## src/rtl/pio_ram_emu_link_pkg.sv

```systemverilog
// Shared types and frame-length helpers for the PIO RAM emulator link.
package pio_ram_emu_pkg;

  typedef enum logic [1:0] {
    TX_IDLE,
    TX_START,
    TX_PAYLOAD,
    TX_STOP
  } tx_state_t;

  typedef enum logic {
    RX_IDLE,
    RX_PAYLOAD
  } rx_state_t;

  // Number of payload beats in a request frame: {data, header}.
  function automatic int frame_beats(input int header_bits, input int data_bits,
                                     input int io_bits);
    return (header_bits + data_bits) / io_bits;
  endfunction

  // Number of payload beats in a response frame: data only.
  function automatic int data_beats(input int data_bits, input int io_bits);
    return data_bits / io_bits;
  endfunction

endpackage

```

## src/rtl/pio_ram_emu_link_if.sv

```systemverilog
// Request/response handshake bundle between memory-request logic and the link.
interface pio_ram_emu_link_if #(
  parameter int HEADER_BITS = 4,
  parameter int DATA_BITS   = 16
);
  logic                   req_valid;
  logic                   req_ready;
  logic [HEADER_BITS-1:0] req_header;
  logic [DATA_BITS-1:0]   req_data;
  logic                   req_expects_resp;
  logic                   resp_valid;
  logic                   resp_ready;
  logic [DATA_BITS-1:0]   resp_data;

  modport master (
    output req_valid, req_header, req_data, req_expects_resp, resp_ready,
    input  req_ready, resp_valid, resp_data
  );

  modport slave (
    input  req_valid, req_header, req_data, req_expects_resp, resp_ready,
    output req_ready, resp_valid, resp_data
  );
endinterface

```

## src/rtl/pio_ram_emu_resp_fifo.sv

```systemverilog
// First-word-fall-through response FIFO; head word is read straight from storage.
module pio_ram_emu_resp_fifo #(
  parameter  int DATA_BITS = 16,
  parameter  int DEPTH     = 4,
  localparam int AW        = $clog2(DEPTH),
  localparam int CW        = $clog2(DEPTH + 1)
) (
  input  logic                 clk,
  input  logic                 reset_n,
  input  logic                 push,
  input  logic [DATA_BITS-1:0] push_data,
  input  logic                 pop,
  output logic                 head_valid,
  output logic [DATA_BITS-1:0] head_data,
  output logic [CW-1:0]        count
);

  logic [DATA_BITS-1:0] mem [DEPTH];
  logic [AW-1:0]        wr_ptr_reg;
  logic [AW-1:0]        rd_ptr_reg;
  logic [CW-1:0]        count_reg;
  logic                 do_pop;

  assign do_pop     = pop && (count_reg != '0);
  assign head_valid = (count_reg != '0);
  assign head_data  = mem[rd_ptr_reg];
  assign count      = count_reg;

  always_ff @(posedge clk) begin
    if (push) begin
      mem[wr_ptr_reg] <= push_data;
    end
  end

  // Pointers wrap naturally because DEPTH is a power of two.
  always_ff @(posedge clk) begin
    if (!reset_n) begin
      wr_ptr_reg <= '0;
      rd_ptr_reg <= '0;
      count_reg  <= '0;
    end else begin
      if (push) begin
        wr_ptr_reg <= wr_ptr_reg + AW'(1);
      end
      if (do_pop) begin
        rd_ptr_reg <= rd_ptr_reg + AW'(1);
      end
      count_reg <= count_reg + CW'(push) - CW'(do_pop);
    end
  end

endmodule

```

## src/rtl/pio_ram_emu_link.sv

```systemverilog
// Bidirectional PIO RAM emulator link: serialises request frames, deserialises
// response words and limits outstanding reads so the response FIFO never overflows.
module pio_ram_emu_link
  import pio_ram_emu_pkg::*;
#(
  parameter  int IO_BITS     = 2,
  parameter  int HEADER_BITS = 4,
  parameter  int DATA_BITS   = 16,
  parameter  int RESP_DEPTH  = 4,
  localparam int CW          = $clog2(RESP_DEPTH + 1)
) (
  input  logic               clk,
  input  logic               reset_n,
  pio_ram_emu_link_if.slave  bus,
  output logic [IO_BITS-1:0] tx_pins,
  input  logic [IO_BITS-1:0] rx_pins,
  output logic [CW-1:0]      outstanding,
  output logic               err_unexpected,
  input  logic               clear_err
);

  localparam int P          = frame_beats(HEADER_BITS, DATA_BITS, IO_BITS);
  localparam int N          = data_beats(DATA_BITS, IO_BITS);
  localparam int FRAME_BITS = HEADER_BITS + DATA_BITS;
  localparam int TCW        = $clog2(P + 1);
  localparam int RCW        = $clog2(N + 1);

  tx_state_t              tx_state_reg, tx_state_next;
  logic [FRAME_BITS-1:0]  tx_shift_reg;
  logic [TCW-1:0]         tx_cnt_reg;
  rx_state_t              rx_state_reg, rx_state_next;
  logic [DATA_BITS-1:0]   rx_shift_reg;
  logic [RCW-1:0]         rx_cnt_reg;
  logic [DATA_BITS-1:0]   rx_word;
  logic                   rx_done;
  logic [CW-1:0]          outstanding_reg, outstanding_next;
  logic                   err_reg;
  logic [CW-1:0]          fifo_count;
  logic                   fifo_valid;
  logic [DATA_BITS-1:0]   fifo_head;
  logic [CW:0]            credit_used;
  logic                   credit_ok;
  logic                   tx_can_accept;
  logic                   accept;
  logic                   rd_inc;
  logic                   rx_match;
  logic                   rx_orphan;

  // Credits count both in-flight reads and words still waiting in the FIFO.
  assign credit_used   = (CW+1)'(outstanding_reg) + (CW+1)'(fifo_count);
  assign credit_ok     = credit_used < (CW+1)'(RESP_DEPTH);
  assign tx_can_accept = (tx_state_reg == TX_IDLE) || (tx_state_reg == TX_STOP);
  assign bus.req_ready = reset_n && tx_can_accept && (!bus.req_expects_resp || credit_ok);
  assign accept        = bus.req_valid && bus.req_ready;

  always_comb begin
    tx_state_next = tx_state_reg;
    tx_pins       = '1;
    case (tx_state_reg)
      TX_IDLE: begin
        if (accept) tx_state_next = TX_START;
      end
      TX_START: begin
        tx_pins       = '0;
        tx_state_next = TX_PAYLOAD;
      end
      TX_PAYLOAD: begin
        tx_pins = tx_shift_reg[IO_BITS-1:0];
        if (tx_cnt_reg == TCW'(P - 1)) tx_state_next = TX_STOP;
      end
      TX_STOP: begin
        tx_state_next = accept ? TX_START : TX_IDLE;
      end
      default: tx_state_next = TX_IDLE;
    endcase
  end

  always_ff @(posedge clk) begin
    if (!reset_n) begin
      tx_state_reg <= TX_IDLE;
      tx_shift_reg <= '0;
      tx_cnt_reg   <= '0;
    end else begin
      tx_state_reg <= tx_state_next;
      if (accept) begin
        tx_shift_reg <= {bus.req_data, bus.req_header};
        tx_cnt_reg   <= '0;
      end else if (tx_state_reg == TX_PAYLOAD) begin
        tx_shift_reg <= tx_shift_reg >> IO_BITS;
        tx_cnt_reg   <= tx_cnt_reg + TCW'(1);
      end
    end
  end

  // Incoming beats enter at the top so the first beat ends up in the LSBs.
  assign rx_word = (rx_shift_reg >> IO_BITS) |
                   (DATA_BITS'(rx_pins) << (DATA_BITS - IO_BITS));

  always_comb begin
    rx_state_next = rx_state_reg;
    rx_done       = 1'b0;
    case (rx_state_reg)
      RX_IDLE: begin
        if (!rx_pins[0]) rx_state_next = RX_PAYLOAD;
      end
      RX_PAYLOAD: begin
        if (rx_cnt_reg == RCW'(N - 1)) begin
          rx_done       = 1'b1;
          rx_state_next = RX_IDLE;
        end
      end
      default: rx_state_next = RX_IDLE;
    endcase
  end

  always_ff @(posedge clk) begin
    if (!reset_n) begin
      rx_state_reg <= RX_IDLE;
      rx_shift_reg <= '0;
      rx_cnt_reg   <= '0;
    end else begin
      rx_state_reg <= rx_state_next;
      if (rx_state_reg == RX_PAYLOAD) begin
        rx_shift_reg <= rx_word;
        rx_cnt_reg   <= rx_done ? '0 : rx_cnt_reg + RCW'(1);
      end else begin
        rx_cnt_reg <= '0;
      end
    end
  end

  assign rd_inc    = accept && bus.req_expects_resp;
  assign rx_match  = rx_done && (outstanding_reg != '0);
  assign rx_orphan = rx_done && (outstanding_reg == '0);

  always_comb begin
    outstanding_next = outstanding_reg;
    case ({rd_inc, rx_match})
      2'b10:   outstanding_next = outstanding_reg + CW'(1);
      2'b01:   outstanding_next = outstanding_reg - CW'(1);
      default: outstanding_next = outstanding_reg;
    endcase
  end

  // A fresh orphan response outranks a simultaneous clear.
  always_ff @(posedge clk) begin
    if (!reset_n) begin
      outstanding_reg <= '0;
      err_reg         <= 1'b0;
    end else begin
      outstanding_reg <= outstanding_next;
      if (rx_orphan) begin
        err_reg <= 1'b1;
      end else if (clear_err) begin
        err_reg <= 1'b0;
      end
    end
  end

  assign outstanding    = outstanding_reg;
  assign err_unexpected = err_reg;

  pio_ram_emu_resp_fifo #(
    .DATA_BITS (DATA_BITS),
    .DEPTH     (RESP_DEPTH)
  ) u_resp_fifo (
    .clk        (clk),
    .reset_n    (reset_n),
    .push       (rx_match),
    .push_data  (rx_word),
    .pop        (bus.resp_ready),
    .head_valid (fifo_valid),
    .head_data  (fifo_head),
    .count      (fifo_count)
  );

  assign bus.resp_valid = fifo_valid;
  assign bus.resp_data  = fifo_head;

endmodule

```

## src/flat_wrapper.sv

```systemverilog
// flat-port wrapper written by rule: the top's interface ports become plain ports
module pio_ram_emu_link_flat import pio_ram_emu_pkg::*;
#(
  parameter  int IO_BITS     = 2,
  parameter  int HEADER_BITS = 4,
  parameter  int DATA_BITS   = 16,
  parameter  int RESP_DEPTH  = 4,
  localparam int CW          = $clog2(RESP_DEPTH + 1)
)
  (clk, reset_n, tx_pins, rx_pins, outstanding, err_unexpected, clear_err, bus_req_valid, bus_req_header, bus_req_data, bus_req_expects_resp, bus_resp_ready, bus_req_ready, bus_resp_valid, bus_resp_data);
  pio_ram_emu_link_if #(.HEADER_BITS(HEADER_BITS), .DATA_BITS(DATA_BITS)) bus_i ();
  input  logic clk;
  input  logic reset_n;
  output logic [IO_BITS-1:0] tx_pins;
  input  logic [IO_BITS-1:0] rx_pins;
  output logic [CW-1:0] outstanding;
  output logic err_unexpected;
  input  logic clear_err;
  input wire logic [$bits(bus_i.req_valid)-1:0] bus_req_valid;
  input wire logic [$bits(bus_i.req_header)-1:0] bus_req_header;
  input wire logic [$bits(bus_i.req_data)-1:0] bus_req_data;
  input wire logic [$bits(bus_i.req_expects_resp)-1:0] bus_req_expects_resp;
  input wire logic [$bits(bus_i.resp_ready)-1:0] bus_resp_ready;
  output wire logic [$bits(bus_i.req_ready)-1:0] bus_req_ready;
  output wire logic [$bits(bus_i.resp_valid)-1:0] bus_resp_valid;
  output wire logic [$bits(bus_i.resp_data)-1:0] bus_resp_data;
  assign bus_i.req_valid = bus_req_valid;
  assign bus_i.req_header = bus_req_header;
  assign bus_i.req_data = bus_req_data;
  assign bus_i.req_expects_resp = bus_req_expects_resp;
  assign bus_i.resp_ready = bus_resp_ready;
  assign bus_req_ready = bus_i.req_ready;
  assign bus_resp_valid = bus_i.resp_valid;
  assign bus_resp_data = bus_i.resp_data;
  pio_ram_emu_link #(.IO_BITS(IO_BITS), .HEADER_BITS(HEADER_BITS), .DATA_BITS(DATA_BITS), .RESP_DEPTH(RESP_DEPTH)) u_core (.clk(clk), .reset_n(reset_n), .bus(bus_i), .tx_pins(tx_pins), .rx_pins(rx_pins), .outstanding(outstanding), .err_unexpected(err_unexpected), .clear_err(clear_err));
endmodule
```

## config.mk

```make
export PLATFORM = sky130hd
export DESIGN_NAME = pio_ram_emu_link_flat
export DESIGN_NICKNAME = d
export VERILOG_FILES = /design/src/rtl/pio_ram_emu_link_pkg.sv /design/src/rtl/pio_ram_emu_link_if.sv /design/src/rtl/pio_ram_emu_resp_fifo.sv /design/src/rtl/pio_ram_emu_link.sv /design/src/flat_wrapper.sv
export SDC_FILE = /design/constraint.sdc
export NUM_CORES = 1
export LEC_CHECK = 0
export ABC_AREA = 1
export CAP_MARGIN = 0
export CORE_MARGIN = 3
export CORE_UTILIZATION = 25
export CTS_BUF_LIST = sky130_fd_sc_hd__clkbuf_8 sky130_fd_sc_hd__clkbuf_16
export DETAILED_ROUTE_END_ITERATION = 16
export SYNTH_ARGS = -nofsm -noshare
export SYNTH_HDL_FRONTEND = slang
export SYNTH_SLANG_ARGS = --single-unit
```

## constraint.sdc

```tcl
create_clock -name clk -period 3.25 [get_ports clk]
set_clock_uncertainty 0.1 [all_clocks]
set_input_delay 0.4875 -clock clk [delete_from_list [all_inputs] [get_ports clk]]
set_output_delay 0.4875 -clock clk [all_outputs]
set_load 0.01 [all_outputs]
```

=== After elaboration in Yosys (flattened, before gate mapping) ===
Memories as Yosys holds them, arrays and structs flattened. A register that Yosys moved wholly into a read port is not among the register bits.
Index checks and enable logic that the tools add are counted.

* Bits in latches: 0
* Output and inout bits: 24
* Bits in registers: 58
* Memories kept: 1
* RAM bits: 64
* ROM bits: 0
* Input port bits: 28

{| class="wikitable"
|+ Memory list
! memory !! depth !! width !! read ports !! clocked after memory_dff !! wr ports !! line !! text
|-
| u_core.u_resp_fifo.mem || 4 || 16 || 1 || 1 || 1 || pio_ram_emu_resp_fifo.sv:18 || <nowiki>logic [DATA_BITS-1:0] mem [DEPTH];</nowiki>
|}

* Mux-type cells: 19
* $add $sub $neg: 9
* Shift-type cells: 0
* Bitwise gates (word level): 3
* Multiply operators: 0
* Magnitude comparators: 1
* Reduce and logical (&&, ||, !) cells: 20
* Eq/ne operators: 9
* Divide/modulo/power cells: 0

{| class="wikitable"
|+ Operators with widths
! operator !! count
|-
| $mux 20 || 2
|-
| $or 14x16->16 || 1
|-
| $mux 1 || 9
|-
| $add 4x1->4 const B || 2
|-
| $mux 2 || 4
|-
| $pmux 2 s4 || 1
|-
| $logic_and 1x1->1 || 7
|-
| $eq 2x2->1 const B || 3
|-
| $pmux 3 s2 || 1
|-
| $reduce_bool 2->1 || 3
|-
| $reduce_bool 3->1 || 2
|-
| $add 2x1->2 const B || 2
|-
| $add 3x3->4 || 1
|-
| $eq 2x1->1 const B || 2
|-
| $eq 4x3->1 const B || 1
|-
| $eq 4x4->1 const B || 1
|-
| $lt 4x3->1 const B || 1
|-
| $ne 2x1->1 const B || 2
|-
| $pmux 2 s2 || 1
|-
| $add 3x1->3 || 1
|-
| $add 3x1->3 const B || 1
|-
| $logic_not 3->1 || 1
|-
| $reduce_or 3->1 || 1
|-
| $sub 3x1->3 || 1
|-
| other kinds (8) || 10
|}

=== Depth between registers and ports, before layout ===
* Depth in word-level cells: 8
* Mapped depth: 12
* Gate-level depth less buffers: 12

=== Modules after synthesis ===
Synthesis repeated with hierarchy kept, for this count alone.

* Cells, all modules: 504
* Area total of the unflattened synthesis: 5,024.8 µm²

{| class="wikitable"
|+ Modules (own cells, without submodules)
! module !! times used !! cells an instance !! area an instance (µm²)
|-
| pio_ram_emu_resp_fifo || 1 || 214 || 2,810.2
|-
| pio_ram_emu_link || 1 || 290 || 2,214.6
|}

=== Least setup slack after synthesis ===
OpenSTA, ideal clock, no wires.

* Path kind: register to register
* Start: register u_core.tx_state_reg[0]
* End: register u_core.outstanding_reg[2] (netlist: u_core.outstanding[2])
* Setup slack: 973 ps
* Arrival: 2,055 ps
* Path buffers: 0
* Stages on the path, launching flop included: 13
* Period minus slack after synthesis: 2,277 ps
* Cell sequence: dfxtp_1 inv_1 ha_1 nor2_4 a21boi_2 nand3_1 ha_1 inv_1 fa_1 a21oi_1 o21ai_0 o21ai_0 a21oi_1

* Longest elaborated chain between the ends: 8

{| class="wikitable"
|+ RTL lines
! what !! line !! text
|-
| from (decl) || pio_ram_emu_link.sv:28 || <nowiki>tx_state_t tx_state_reg, tx_state_next;</nowiki>
|-
| from (signal assigned) || pio_ram_emu_link.sv:84 || <nowiki>tx_state_reg <= tx_state_next;</nowiki>
|-
| $eq 2x2->1 or $logic_not 2->1 (tied branches) || pio_ram_emu_link.sv:52 || <nowiki>assign tx_can_accept = (tx_state_reg == TX_IDLE) || (tx_state_reg == TX_STOP);</nowiki>
|-
| $logic_or 1x1->1 * || pio_ram_emu_link.sv:52 ||
|-
| $logic_and 1x1->1 * (2 in a row) || pio_ram_emu_link.sv:53 || <nowiki>assign bus.req_ready = reset_n && tx_can_accept && (!bus.req_expects_resp || credit_ok);</nowiki>
|-
| named net bus_req_ready || flat_wrapper.sv:24 || <nowiki>output wire logic [$bits(bus_i.req_ready)-1:0] bus_req_ready;</nowiki>
|-
| $logic_and 1x1->1 * || pio_ram_emu_link.sv:54 || <nowiki>assign accept = bus.req_valid && bus.req_ready;</nowiki>
|-
| $logic_and 1x1->1 * || pio_ram_emu_link.sv:132 || <nowiki>assign rd_inc = accept && bus.req_expects_resp;</nowiki>
|-
| $eq 2x1->1 or $eq 2x2->1 (tied branches) || pio_ram_emu_link.sv:138 || <nowiki>case ({rd_inc, rx_match})</nowiki>
|-
| $pmux 3 s2 or $reduce_bool 2->1 (tied branches) || n/a ||
|-
| to (signal assigned) || pio_ram_emu_link.sv:151 || <nowiki>outstanding_reg <= outstanding_next;</nowiki>
|-
| to (decl) || pio_ram_emu_link.sv:36 || <nowiki>logic [CW-1:0] outstanding_reg, outstanding_next;</nowiki>
|}

Mark *: on every way through the listed nets, which the timed path passes. The rest lies on a longest branch.
A chain may end at the register's enable or synchronous reset.

=== Worst setup path in the final report ===
* Start: register u_core.tx_state_reg[0]
* End: output port bus_req_ready

* Longest elaborated chain between the ends: 4

{| class="wikitable"
|+ RTL lines
! what !! line
|-
| $eq 2x2->1 or $logic_not 2->1 (tied branches) || pio_ram_emu_link.sv:52
|-
| $logic_or 1x1->1 * || pio_ram_emu_link.sv:52
|-
| $logic_and 1x1->1 * (2 in a row) || pio_ram_emu_link.sv:53
|-
| to (decl) || flat_wrapper.sv:24
|}

Mark *: on every way between the ends. The rest lies on a longest branch, timed or not.

==> impl_summary.log <==
INFO  metric outcome = finished, final reports clean
INFO  metric viasPerCell = 4.32
INFO  metric cts.sinks = 122
INFO  metric grt_max_degree = 33
INFO  metric layout-area-overhead-vs-synth = 27.6%
INFO  metric drt_iter0_markers = 241
INFO  metric detailedRoute.firstPassIterationCount = 4
INFO  metric flip_flop_count_of_the_largest_register_after_layout = 64
INFO  metric cts_resized = 0
INFO  metric hp-class = reg2reg
INFO  metric floorplan.die_area = between 0.02 and 0.025 sq mm
INFO  metric reg2reg_setup_slack = 770 ps
INFO  metric end_kind = output pin
INFO  metric fill_cells = between 1500 and 2000
INFO  metric timing.slew.headroom = 0.676
INFO  metric num-nets-final = 604
INFO  metric synth_largest_area_cell = edfxtp_1
INFO  metric setup.worst_path.class = reg2out
INFO  metric fin_hold_ws = 351 ps
INFO  metric post_synth_num_cell_types = 31
INFO  metric io_count = 52
INFO  metric r2r-end = u_core.outstanding[2]
INFO  metric grt_remaining_overflow = 0
INFO  metric report.final.setup_viol = 0
INFO  metric drive_above_1_share = 0.0930
INFO  metric rsz_0062_raised_after_global_routing = false
INFO  metric timing.hold.worst.start = u_core.rx_cnt_reg[0]
INFO  metric holdPathStages = 1
INFO  metric synthesis.instances = 499
INFO  metric number_of_flops_mapped_to_enable_cells_by_yosys = 64
INFO  metric initial_antenna_violation_count = 0
INFO  metric synth.top_cell.area_share = 0.387
INFO  metric cts_hold_repair.buffers = 0
INFO  metric setup_ws_post_layout = 384 ps
INFO  metric globalplace.congestion = about 0.7
INFO  metric post-route-period-util = 0.882
INFO  metric sequential_cell_area = 0.00308 sq mm
INFO  metric path_max_fanout = 5
INFO  metric numPortBuffers = 51
INFO  metric post_synthesis_net_count = roughly 550
INFO  metric holdPathEnd = u_core.rx_cnt_reg[0]
INFO  metric initial_utilization = 0.260
INFO  metric final_max_slew_viol_count = 0
INFO  metric cts-root-to-sink-buffers = 2
INFO  metric netlist_area = 0.00497 sq mm
INFO  metric drc_errors = 0
INFO  metric cts_setup_buffers = 0
INFO  metric routed_wirelength = between 10000 and 15000 microns
INFO  metric wire_length_per_cell_after_detailed_routing = about 13 microns
INFO  metric clock_tree.htree_level_count = 4
INFO  metric antenna_violating_nets_post_route = 0
INFO  metric timing_worst_slew_pin_value = 485 ps
INFO  metric syn_area_per_cell = 9.96 sq um
INFO  metric placed_cells = 798
INFO  metric dieHeight = 147 microns
INFO  metric max-cap-violations = 0
INFO  metric die-width = 147 microns
INFO  metric ys.warnings.count = 0
INFO  metric ys_seq_elements = 122
INFO  metric clock_pin_transition_on_the_worst_setup_and_hold_timing_paths = 60 ps
INFO  metric setup_tns = 0 ps
INFO  metric critPathRequiredTime = about 2700 ps
INFO  metric worstSetupStartpointType = flop
INFO  metric placement_rows = 50
INFO  metric preCtsSetupSlack = 606 ps
INFO  metric r2r-start = u_core.tx_state_reg[0]
INFO  metric clock-root-buffer = clkbuf_16
INFO  metric totalPowerFinal = 4630 uW
INFO  metric leakage = 0.00239 uW
INFO  metric synth_seq_area_share = 0.620
INFO  metric design.core.area = around 0.019 sq mm
INFO  metric multi_input_area = 0.00165 sq mm
INFO  metric final.min_clock_period = roughly 2900 ps
INFO  metric grt_first_pass_wirelength = 17700 microns
INFO  metric crit_chain = inv_1 > ha_1 > nor2_4 > a21boi_2 > clkdlybuf4s50_1
INFO  metric stdcell_count = 830
INFO  metric hpwl_dp = 6570 microns
INFO  metric worst_path_largest_cell_delay = 590 ps
INFO  metric clk-insertion-delay-late = 410 ps
INFO  metric diodes = 0
INFO  metric critical_path.slowest_cell = clkdlybuf4s50_1
INFO  metric fmaxAchievable = 0.349 GHz
INFO  metric hold_viol = 0
INFO  metric tritoncts = done
INFO  metric route.vias.total = about 3600
INFO  metric first_global_vias = between 3000 and 4000
INFO  metric dominant_cells_by_area_after_synthesis = edfxtp_1 (39%), dfxtp_1 (23%), o21ai_0 (6.2%)
INFO  metric track_usage = 0.102
INFO  metric ys.flop_type = edfxtp_1
INFO  metric irDropWorstVdd = slightly above 400 uV
INFO  metric asyncSetResetFlopFracSynth = 0
INFO  metric powerDensity = roughly 730 mW/mm^2
INFO  metric reg2regPathDepth = 12
INFO  metric cts_inserted_buffers = 17
INFO  metric worst_ep_arrival_time = 2280 ps
## area by class of cell
| class | count | share of cell area |
|---|---|---|
| multi-input combinational | 321 | 0.261 |
| tap | 260 | 0.0513 |
| clock inverter | 15 | 0.0219 |
| clock buffer | 17 | 0.0670 |
| timing repair buffer | 62 | 0.0935 |
| sequential | 122 | 0.486 |
| inverter | 33 | 0.0195 |
## critical path, delay by kind of cell, from the launching register on
family                   cells  cell delay, ps
adder cells (fa/ha/maj)      1             370
AND/OR/NAND/NOR              1             150
buffers and inverters        2             690
AO/OA/AOI/OAI                1             250
flip-flops                   1             410
## how the worst max path moves through the flow
stage / start / to / cells after the start
after floorplan: u_core.tx_state_reg[0] / u_core.outstanding[2] / 12
after CTS: flop / bus_resp_data[4] / 4
final: u_core.tx_state_reg[0] / bus_req_ready / 5
after global placement: reset_n / u_core.outstanding[2] / 12
after global routing: flop / bus_resp_data[5] / 4
after detailed placement: reset_n / u_core.outstanding[2] / 12
## kinds of logic after synthesis
kind of cell / Yosys count / share of synthesized area
adder cells (fa/ha/maj): 19 / 0.0508
AO/OA/AOI/OAI: 127 / 0.135
AND/OR/NAND/NOR: 171 / 0.139
flip-flops: 122 / 0.620
XOR/XNOR: 2 / 0.00352
multiplexers: 2 / 0.00403
buffers and inverters: 56 / 0.0473
## layout by cell type, fill, tap and decap left out, types with 2 or more instances in the layout
cell / Yosys / routed
buf_4: 0 / 11
inv_1: 31 / 31
a211oi_1: 2 / 2
or2_2: 3 / 3
nand3_1: 14 / 14
mux2i_1: 2 / 2
o22ai_1: 16 / 16
a21oi_1: 35 / 35
o21ai_0: 62 / 62
o21ai_1: 9 / 9
fa_1: 2 / 2
clkinv_4: 0 / 3
nor2_1: 76 / 76
edfxtp_1: 64 / 64
clkinvlp_4: 0 / 2
nand2_1: 72 / 72
clkinv_2: 0 / 3
inv_6: 0 / 6
clkbuf_16: 0 / 17
dfxtp_1: 58 / 57
inv_2: 2 / 2
ha_1: 17 / 17
clkdlybuf4s50_1: 0 / 51
## cells in the mapped netlist (2+ instances only)
library cell  count
a21oi_1          35
clkbuf_1         16
o21ai_1           9
edfxtp_1         64
mux2i_1           2
o22ai_1          16
inv_1            31
buf_1             2
inv_2             2
fa_1              2
ha_1             17
dfxtp_1          58
o21ai_0          62
a211oi_1          2
buf_2             2
nor2_1           76
nand3_1          14
or2_2             3
nand2_1          72
buf_6             3
## layer usage
layer,vias up,part of all wire,track usage
met1,1669,0.46,0.130
met2,79,0.46,0.163
met5,-,0,0
met4,0,0.018,0.0391
li1,1821,-,-
met3,16,0.054,0.0315
## through the flow
stage / util / cell area (sq um)
after global routing: 0.331 / 6340
after CTS: 0.331 / 6340
after global placement: 0.302 / 5780
after floorplan: - / 4970
after detailed placement: 0.302 / 5780
final: 0.331 / 6340
## where the power goes
group	internal, uW	switching (uW)
clock	1060	729
combinational	444	559
sequential	1740	96.1
total	3250	1380
No activity file was read; power rests on OpenSTA's default activity.
